$ cat src/rtl/latch_word_loader.sv
// latch_word_loader: packs handshaked bytes into 16-bit words and strobes each into a transparent latch via a timed active-low enable.
module latch_word_loader #(
    parameter int SETUP_CYC  = 1,
    parameter int STROBE_CYC = 2,
    parameter int HOLD_CYC   = 1,
    parameter bit LSB_FIRST  = 1'b1
) (
    input  logic        clk,
    input  logic        rst_n,
    input  logic [7:0]  in_data,
    input  logic        in_valid,
    input  logic        in_last,
    output logic        in_ready,
    output logic [15:0] data_out,
    output logic        l_en,
    output logic        busy,
    output logic [7:0]  word_count
);
    localparam logic [2:0] S_IDLE = 3'd0, S_GOT_LO = 3'd1, S_SETUP = 3'd2, S_STROBE = 3'd3, S_HOLD = 3'd4;
    localparam int MAXC = (SETUP_CYC > STROBE_CYC) ? ((SETUP_CYC > HOLD_CYC) ? SETUP_CYC : HOLD_CYC)
                                                   : ((STROBE_CYC > HOLD_CYC) ? STROBE_CYC : HOLD_CYC);
    localparam int CW = (MAXC < 2) ? 1 : $clog2(MAXC);
    localparam logic [CW-1:0] SETUP_LD  = CW'((SETUP_CYC > 0) ? SETUP_CYC - 1 : 0);
    localparam logic [CW-1:0] STROBE_LD = CW'((STROBE_CYC > 0) ? STROBE_CYC - 1 : 0);
    localparam logic [CW-1:0] HOLD_LD   = CW'((HOLD_CYC > 0) ? HOLD_CYC - 1 : 0);
    localparam logic [2:0]    FORM_ST   = (SETUP_CYC > 0) ? S_SETUP : S_STROBE;
    localparam logic [CW-1:0] FORM_LD   = (SETUP_CYC > 0) ? SETUP_LD : STROBE_LD;
    localparam logic [2:0]    POST_ST   = (HOLD_CYC > 0) ? S_HOLD : S_IDLE;

    if (STROBE_CYC < 1) begin : g_bad_strobe
        $error("latch_word_loader: STROBE_CYC must be at least 1");
    end

    logic [2:0]    state_q, state_d;
    logic [CW-1:0] cnt_q, cnt_d;
    logic [7:0]    part_q, part_d;
    logic [15:0]   data_q, data_d;
    logic [7:0]    count_q, count_d;
    logic          l_en_q, busy_q;
    logic          accept, cnt_done;
    logic [15:0]   word_single, word_pair;

    assign in_ready    = rst_n & (state_q == S_IDLE | state_q == S_GOT_LO);
    assign accept      = in_valid & in_ready;
    assign cnt_done    = cnt_q == '0;
    assign word_single = LSB_FIRST ? {8'h00, in_data} : {in_data, 8'h00};
    assign word_pair   = LSB_FIRST ? {in_data, part_q} : {part_q, in_data};

    always_comb begin
        state_d = state_q;
        cnt_d   = cnt_q;
        part_d  = part_q;
        data_d  = data_q;
        count_d = count_q;
        case (state_q)
            S_IDLE: if (accept) begin
                if (in_last) begin
                    data_d  = word_single;
                    state_d = FORM_ST;
                    cnt_d   = FORM_LD;
                end else begin
                    part_d  = in_data;
                    state_d = S_GOT_LO;
                end
            end
            S_GOT_LO: if (accept) begin
                data_d  = word_pair;
                state_d = FORM_ST;
                cnt_d   = FORM_LD;
            end
            S_SETUP: begin
                state_d = cnt_done ? S_STROBE : S_SETUP;
                cnt_d   = cnt_done ? STROBE_LD : cnt_q - CW'(1);
            end
            S_STROBE: begin
                state_d = cnt_done ? POST_ST : S_STROBE;
                cnt_d   = cnt_done ? HOLD_LD : cnt_q - CW'(1);
                count_d = cnt_done ? count_q + 8'd1 : count_q;
            end
            S_HOLD: begin
                state_d = cnt_done ? S_IDLE : S_HOLD;
                cnt_d   = cnt_done ? '0 : cnt_q - CW'(1);
            end
            default: state_d = S_IDLE;
        endcase
    end

    // l_en and busy are registered from next state so they stay glitch-free
    always_ff @(posedge clk) begin
        if (!rst_n) begin
            state_q <= S_IDLE;
            cnt_q   <= '0;
            part_q  <= '0;
            data_q  <= '0;
            count_q <= '0;
            l_en_q  <= 1'b1;
            busy_q  <= 1'b0;
        end else begin
            state_q <= state_d;
            cnt_q   <= cnt_d;
            part_q  <= part_d;
            data_q  <= data_d;
            count_q <= count_d;
            l_en_q  <= state_d != S_STROBE;
            busy_q  <= (state_d == S_SETUP) | (state_d == S_STROBE) | (state_d == S_HOLD);
        end
    end

    assign data_out   = data_q;
    assign l_en       = l_en_q;
    assign busy       = busy_q;
    assign word_count = count_q;
endmodule

$ cat config.mk
export PLATFORM = sky130hd
export DESIGN_NAME = latch_word_loader
export DESIGN_NICKNAME = d
export VERILOG_FILES = /design/src/rtl/latch_word_loader.sv
export SDC_FILE = /design/constraint.sdc
export NUM_CORES = 1
export LEC_CHECK = 0
export CORE_ASPECT_RATIO = 1.2
export CORE_MARGIN = 10
export CORE_UTILIZATION = 40
export DETAILED_ROUTE_END_ITERATION = 12
export MAX_ROUTING_LAYER = met4
export PLACE_DENSITY = 0.68
export SETUP_SLACK_MARGIN = 0.02
export SLEW_MARGIN = 0
export SYNTH_ARGS = -nofsm -noshare
export SYNTH_HDL_FRONTEND = slang
export SYNTH_SLANG_ARGS = --single-unit
$ cat constraint.sdc
create_clock -name clk -period 4 [get_ports clk]
set_input_delay 0.8 -clock clk [delete_from_list [all_inputs] [get_ports clk]]
set_output_delay 0.8 -clock clk [all_outputs]
set_load 0.01 [all_outputs]
; Yosys cells after proc, flatten, opt, wreduce, memory -nomap -nowiden
; Index checks and enable logic that the tools add are counted.
[classes]
n_addsub = 2
eq_ne = 11
n_mux = 17
bitwise_logic = 7
reduce_logical = 8
[op_table]
columns = operator, count
row1 = 16-bit 2-to-1 mux, 3
row2 = 16-bit one-hot mux with 2 select lines, 1
row3 = 3-bit one-hot mux with 5 select lines, 1
row4 = "3-bit by 2-bit == test with 1-bit output, second input constant", 4
row5 = 3-bit 2-to-1 mux, 4
row6 = "8-bit by 1-bit adder with 8-bit output, second input constant", 1
row7 = 4-bit AND reduction, 2
row8 = "3-bit == test, second input constant", 2
row9 = 1-bit 2-to-1 mux, 6
row10 = "2-bit inequality test, second input constant", 3
row11 = 1-bit one-hot mux with 4 select lines, 1
row12 = 4-bit nonzero test, 1
row13 = "3-bit by 1-bit == test with 1-bit output, second input constant", 1
row14 = 3-bit logical NOT, 1
row15 = "3-bit by 2-bit inequality test with 1-bit output, second input constant", 1
row16 = 1-bit OR, 3
row17 = 3-bit AND reduction, 1
row18 = 1-bit AND, 2
row19 = 2-bit 2-to-1 mux, 1
row20 = 1-bit inverter, 2
row21 = 2-bit AND reduction, 1
row22 = 2-bit nonzero test, 1
row23 = 2-bit OR reduction, 1
row24 = "1-bit subtractor, second input constant", 1
[totals]
reg_bits = 38
inputBits = 12
output_inout_bits = 27

; Depth between registers and ports, before layout
; Gate-level depths: netlist of the first run.
[depth]
word_depth = 9
depth_mapped = 6
depth_no_buf = 4

; Worst setup path after synthesis of the first run
; No wires, ideal clock.
[synth_path]
kind = input to output
start = in rst_n
end = out in_ready
arrival_ns = 1.382
t_required_ns = 3.200
setup_slack_ns = 1.818
stages = 3
path_buffers = 1
path_cell_list = or3b_1 buf_2 clkinv_2
[synth_via]
elab_chain_cells = 1
[synth_rtl]
columns = element, line
row1 = "start, declared", 9  ; input logic rst_n,
row2 = 1-bit AND, 43  ; assign in_ready = rst_n & (state_q == S_IDLE | state_q == S_GOT_LO);
row3 = "end, declared", 13  ; output logic in_ready,
; No other way between the ends.

; Worst setup path in the final report of the first run
; Same ends and word-level chain as after synthesis.

==> results.md, run 1 <==
- Remaining DRCs: 0
- Final-report max-slew violation count: 0
- Most frequent cells in the layout: 38 x dfxtp_1, 38 x clkdlybuf4s50_1, 31 x a21oi_1, 19 x o21ai_0, 13 x nand3_1
- Final setup margin: 564 ps
- Clock Tree Root: clkbuf_8
- Share of the synthesized area in the top cell type: 44.9%
- Antenna viol nets, final: 0
- Setup bufs post-CTS: 0
- Rows: 25
- DR iter-0 viols: 164
- Max clock buf depth: 2
- Arr. time, crit path: 2640 ps
- Port bufs: 38
- Async SR Flop Fraction: 0%
- Post-Route Setup TNS: 0 ps
- I/O pin total: 39
- Critical Path RT: 3200 ps
- Post-synth net total: 202
- Reg2Reg Setup Slack: 2290 ps
- Drt pass-1 iters: 4
- HPWL Detailed: 3.00 mm
- Slew headroom: 48.9%
- Peak VDD IR: 171 uV
- Hold depth: 2
- Reg clk slew, reported paths: 70 ps
- Layout Nets: 235
- Crit path max fanout: 10
- Cell Area, Synth: 1690 sq um
- Yosys Warn Count: 0
- Die height: 91.3 microns
- Power density over the cells: 381 nW/um^2
- CTS tree: built
- Gr usage total: 12.8%
- Pleak: 0.713 nW
- Critical path endpoint category: primary output
- Setup CP Type: input port to primary output
- Max Cap Violations: 0
- Layout area overhead: 29.8%
- Reg-to-Reg Start: state_q[0]
- Worst Tran Pin Value: 766 ps
- Share of cells above drive strength 1: 7.66%
- F_max: 291 MHz
- Largest area contributor in the synthesized netlist: dfxtp_1
- Final worst path period share: 85.9%
- Dpl ws: 591 ps
- Initial Util: 42.3%
- Worst Setup Start Kind: input port
- Hold Crit Class: register to register
- Endpoints failing setup: 0
- Wirelength, routed: 4.34 mm
- Largest net degree at the start of global routing: 30
- Post-synth top flop: dfxtp_1
- DIE AREA: 7250 sq um
- Num CTS Buffers: 5
- First-pass GRT wire length: 7.41 mm
- Worst r2r dst: data_out[0]
- Cell count after synthesis: 189
- Distinct cells, synth: 41
- Area contributors post-synth: dfxtp_1 45%, a21oi_1 9.2%, o21ai_0 5.6%
- RSZ-0062 raised after global routing: false
- Setup Skew: 7.42 ps
- Die Span X: 79.4 microns
- Vias in the first global route: 1,468
- Hold Buf Count CTS: 0
- Via density: 5.58
- CTS-repair resized insts: 0
- Placer congestion estimate: 0.785
- Reg2Reg Depth: 5
- Run status: finished clean
- Tmin final: 3440 ps
- CTS sink count: 38
- Hold path startpoint: data_out[8]
- Register area share after synthesis: 44.9%
- GRT overflow: 0
- Diodes inserted: 0
- Routed WL per cell: 15.7 microns
- Core ar.: 4000 sq um
- Syn_area_per_cell: 8.96 sq um
- # H-tree levels: 2
- Final Hold Viols: 0
- Synth Register Bits: 38
- EDFF count, synth: 0
- Routed vias: 1,540
- Worst Hold Endpoint: data_out[8]
- Clock Latency Late Sink: 280 ps
- Initial antenna violation count: 0
report_power, final:
part / switching (W) / total (W) / leakage (nW) / internal (W)
clock network: 0.000128 / 0.000328 / 0.0573 / 0.000199
logic: 0.0000617 / 0.000111 / 0.347 / 0.0000497
registers: 0.00000846 / 0.000400 / 0.308 / 0.000391
total: 0.000199 / 0.000839 / 0.713 / 0.000640
cells in the mapped netlist (2+ instances only):
master    instances
nand3_1          13
clkbuf_1          7
nor2_2            2
or3_1             3
nor2b_1           2
nand4_1           9
mux2i_1           9
buf_6             2
a21oi_1          31
o211ai_1          2
o31a_1            2
dfxtp_1          38
or4_1             3
buf_2             5
o21a_1            2
inv_1             2
o31ai_1           2
a211oi_1          8
nor2_1            5
o21ai_0          19
nand2_1           2
and2_1            2
final cells by class:
cell class / count / area [sq um]
flip-flops and latches: 38 / 761
clock buffers: 6 / 82.6
well taps: 54 / 67.6
clock inverters: 1 / 30.0
inverters: 4 / 16.3
repair buffers: 41 / 403
fillers: 404 / 1800
multi-input cells: 132 / 840
metrics by stage:
step	power (W)	hold slack [ps]	instances	util (%)	cell area, sq um
4_1_cts	0.000845	480	276	54.9	2200
3_3_place_gp	0.000519	461	269	52.1	2090
5_1_grt	0.000878	505	276	54.9	2200
2_1_floorplan	0.000475	454	189	-	1690
6_report	0.000839	474	276	54.9	2200
3_5_place_dp	0.000520	469	269	52.1	2090
flip-flops by register name (all words and copies together) (netlist names):
signal      cells
busy            1
l_en            1
part_q          8
data_out       16
word_count      8
state_q         3
cnt_q           1
cell families after synthesis:
kind of cell    Yosys count  share of synthesized area, %
compound gates           71                          24.3
simple gates             50                          18.7
flops                    38                          44.9
buf+inv                  19                          5.54
mux                       9                          5.32
xor+xnor                  1                         0.517
fa+ha+maj                 1                         0.738
worst max-delay path by stage:
stage          start       end  slack (ps)
6_report       rst_n  in_ready         560
5_1_grt        rst_n  in_ready         520
4_1_cts        rst_n  in_ready         590
3_5_place_dp   rst_n  in_ready         590
3_3_place_gp   rst_n  in_ready         600
2_1_floorplan  rst_n  in_ready        1820
layer usage:
metal	share of wire, %	vias to the layer above	global-route usage [%]
met4	1.1	0	4.34
met1	49	717	16.5
met2	44	43	17.8
met5	0	-	-
met3	5.6	4	4.44
li1	-	776	-
critical path, stage by stage:
cell	delay, ps
clkdlybuf4s50_1	570
or3b_1	520
clkinv_2	180
clkdlybuf4s50_1	560
(Power assumes the default switching activity.)
==> inputs of run 2 (changes only) <==
Settings changed: DONT_BUFFER_PORTS from default to 1, PLACE_DENSITY 0.68 to 0.56.
==> run 2 against run 1 <==
  * Clock-buffer cell count down 1
  * Combinational power fell by 35%
  * Via count shrank 8.2%
  * Sequential share of layout area increased by 8.2 points
  * Non-clock buffer count fell by 39
  * Largest cell class unchanged
  * Largest power group unchanged
==> results.md, run 2 (same netlist as run 1, synthesis figures left out) <==
- Run status: finished clean
- Clock Tree Root: clkbuf_8
- Worst Tran Pin Value: 883 ps (+118 ps)
- Max clock buf depth: 2 (unchanged)
- Die height: 91.3 microns (unchanged)
- Crit-path cells: or3b_1, clkinv_2
- Port bufs: 0 (-100%)
- Hold Buf Count CTS: 0 (unchanged)
- Pleak: 0.558 nW (-22%)
- CTS tree: built
- Setup Skew: 6.87 ps (-0.549 ps)
- DR iter-0 viols: 93 (-43%)
- RSZ-0062 raised after global routing: false
- Final worst path period share: 57.0% (-29 points)
- Initial antenna violation count: 0 (unchanged)
- CTS-repair resized insts: 0 (unchanged)
- HPWL Detailed: 3.07 mm (+2.5%)
- WHS: 478 ps (+4.50 ps)
- Tmin final: 2280 ps (-1160 ps)
- Most frequent cells in the layout: 38 x dfxtp_1, 31 x a21oi_1, 19 x o21ai_0, 13 x nand3_1
- Max Cap Violations: 0 (unchanged)
- Slowest stage cell, crit path: or3b_1
- Critical path endpoint category: primary output
- Max FFs per register: 16 (unchanged)
- F_max: 439 MHz (+51%)
- CP peak stage delay: 480 ps (-90 ps)
- Final Hold Viols: 0 (unchanged)
- Power density over the cells: 406 nW/um^2 (+6.4%)
- Via density: 5.97 (+6.9%)
- Layout Nets: 196 (-17%)
- Setup bufs post-CTS: 0 (unchanged)
- Layout area overhead: 4.95%
- Critical Path RT: 3200 ps (about the same)
- Reg-to-Reg Start: state_q[0]
- CP top delay family: simple AND/OR/NAND/NOR gates
- Post-Route Setup TNS: 0 ps (unchanged)
- Slew headroom: 40.8% (-8.0 points)
- Hold Crit Class: register to register
- Num CTS Buffers: 5 (unchanged)
- # H-tree levels: 2 (unchanged)
- Rows: 25 (unchanged)
- Initial Util: 42.3% (unchanged)
- Worst path bufs/invs: 1 (-2)
- CTS sink count: 38 (unchanged)
- Hold path startpoint: part_q[1]
- Drt pass-1 iters: 4 (unchanged)
- Remaining DRCs: 0 (unchanged)
- Wirelength, routed: 4.10 mm (-5.4%)
- Clock Latency Late Sink: 290 ps (about the same)
- GRT overflow: 0 (unchanged)
- Core ar.: 4000 sq um (unchanged)
- Largest net degree at the start of global routing: 29 (-3.3%)
- Most common cell after layout, fill and taps aside: dfxtp_1
- First-pass GRT wire length: 6.69 mm (-9.8%)
- Vias in the first global route: 1,337 (-8.9%)
- Fillcell total: 433 (+7.2%)
- I/O pin total: 39 (unchanged)
- Routed WL per cell: 17.3 microns (+10%)
- Endpoints failing setup: 0 (unchanged)
- Die Span X: 79.4 microns (unchanged)
- Antenna viol nets, final: 0 (unchanged)
- Worst Setup SP: rst_n
- Peak VDD IR: 206 uV (+21%)
- Reg clk slew, reported paths: 70 ps (about the same)
- Routed vias: 1,414 (-8.2%)
- Share of cells above drive strength 1: 8.74% (+1.1 points)
- Placer congestion estimate: 0.746 (-5.0%)
- Diodes inserted: 0 (unchanged)
- Setup CP Type: input port to primary output
- Arr. time, crit path: 1480 ps (-1160 ps)
- Gr usage total: 11.8% (-0.94 points)
- DIE AREA: 7250 sq um (unchanged)
- Crit path max fanout: 10 (unchanged)
- Worst Setup Start Kind: input port
- Final-report max-slew violation count: 0 (unchanged)
[run 2: worst paths after layout]
kind / endpoint / slack, ps / depth (start not counted)
min reg2reg: part_q[1] / 480 / 2
max: in_ready / 1720 / 2
max reg2reg: data_out[1] / 2180 / 4
min: part_q[1] / 480 / 2
[run 2: where the power goes]
group	internal (W)	leakage (nW)	total (W)	switching (W)
clock network	0.000117	0.0438	0.000244	0.000127
registers	0.000391	0.308	0.000405	0.0000138
logic	0.0000260	0.206	0.0000723	0.0000463
total	0.000534	0.558	0.000722	0.000187
[run 2: metal layers]
| metal | GRT usage, % | wire [microns] | up-vias |
|---|---|---|---|
| li1 | - | - | 694 |
| met1 | 11.7 | 1560 | 670 |
| met2 | 19.2 | 2040 | 44 |
| met4 | 4.19 | 33 | 0 |
| met5 | - | 0 | - |
| met3 | 6.31 | 471 | 6 |
[run 2: area by class of cell]
class	count	area, sq um	area share [%]
timing repair buffer	2	15.0	0.844
sequential	38	761	42.8
multi-input combinational	132	840	47.2
tap	54	67.6	3.80
inverter	4	16.3	0.915
clock buffer	5	68.8	3.87
clock inverter	2	10.0	0.563
[run 2: through the flow]
| stage | utilization (%) | std cells | power [W] | setup WS (ps) | area [sq um] |
|---|---|---|---|---|---|
| 6_report | 44.4 | 237 | 0.000722 | 1720 | 1780 |
| 2_1_floorplan | - | 189 | 0.000475 | 1820 | 1690 |
| 4_1_cts | 44.4 | 237 | 0.000730 | 1730 | 1780 |
| 5_1_grt | 44.4 | 237 | 0.000758 | 1680 | 1780 |
| 3_3_place_gp | 42.4 | 230 | 0.000484 | 1750 | 1700 |
| 3_5_place_dp | 42.4 | 230 | 0.000486 | 1730 | 1700 |
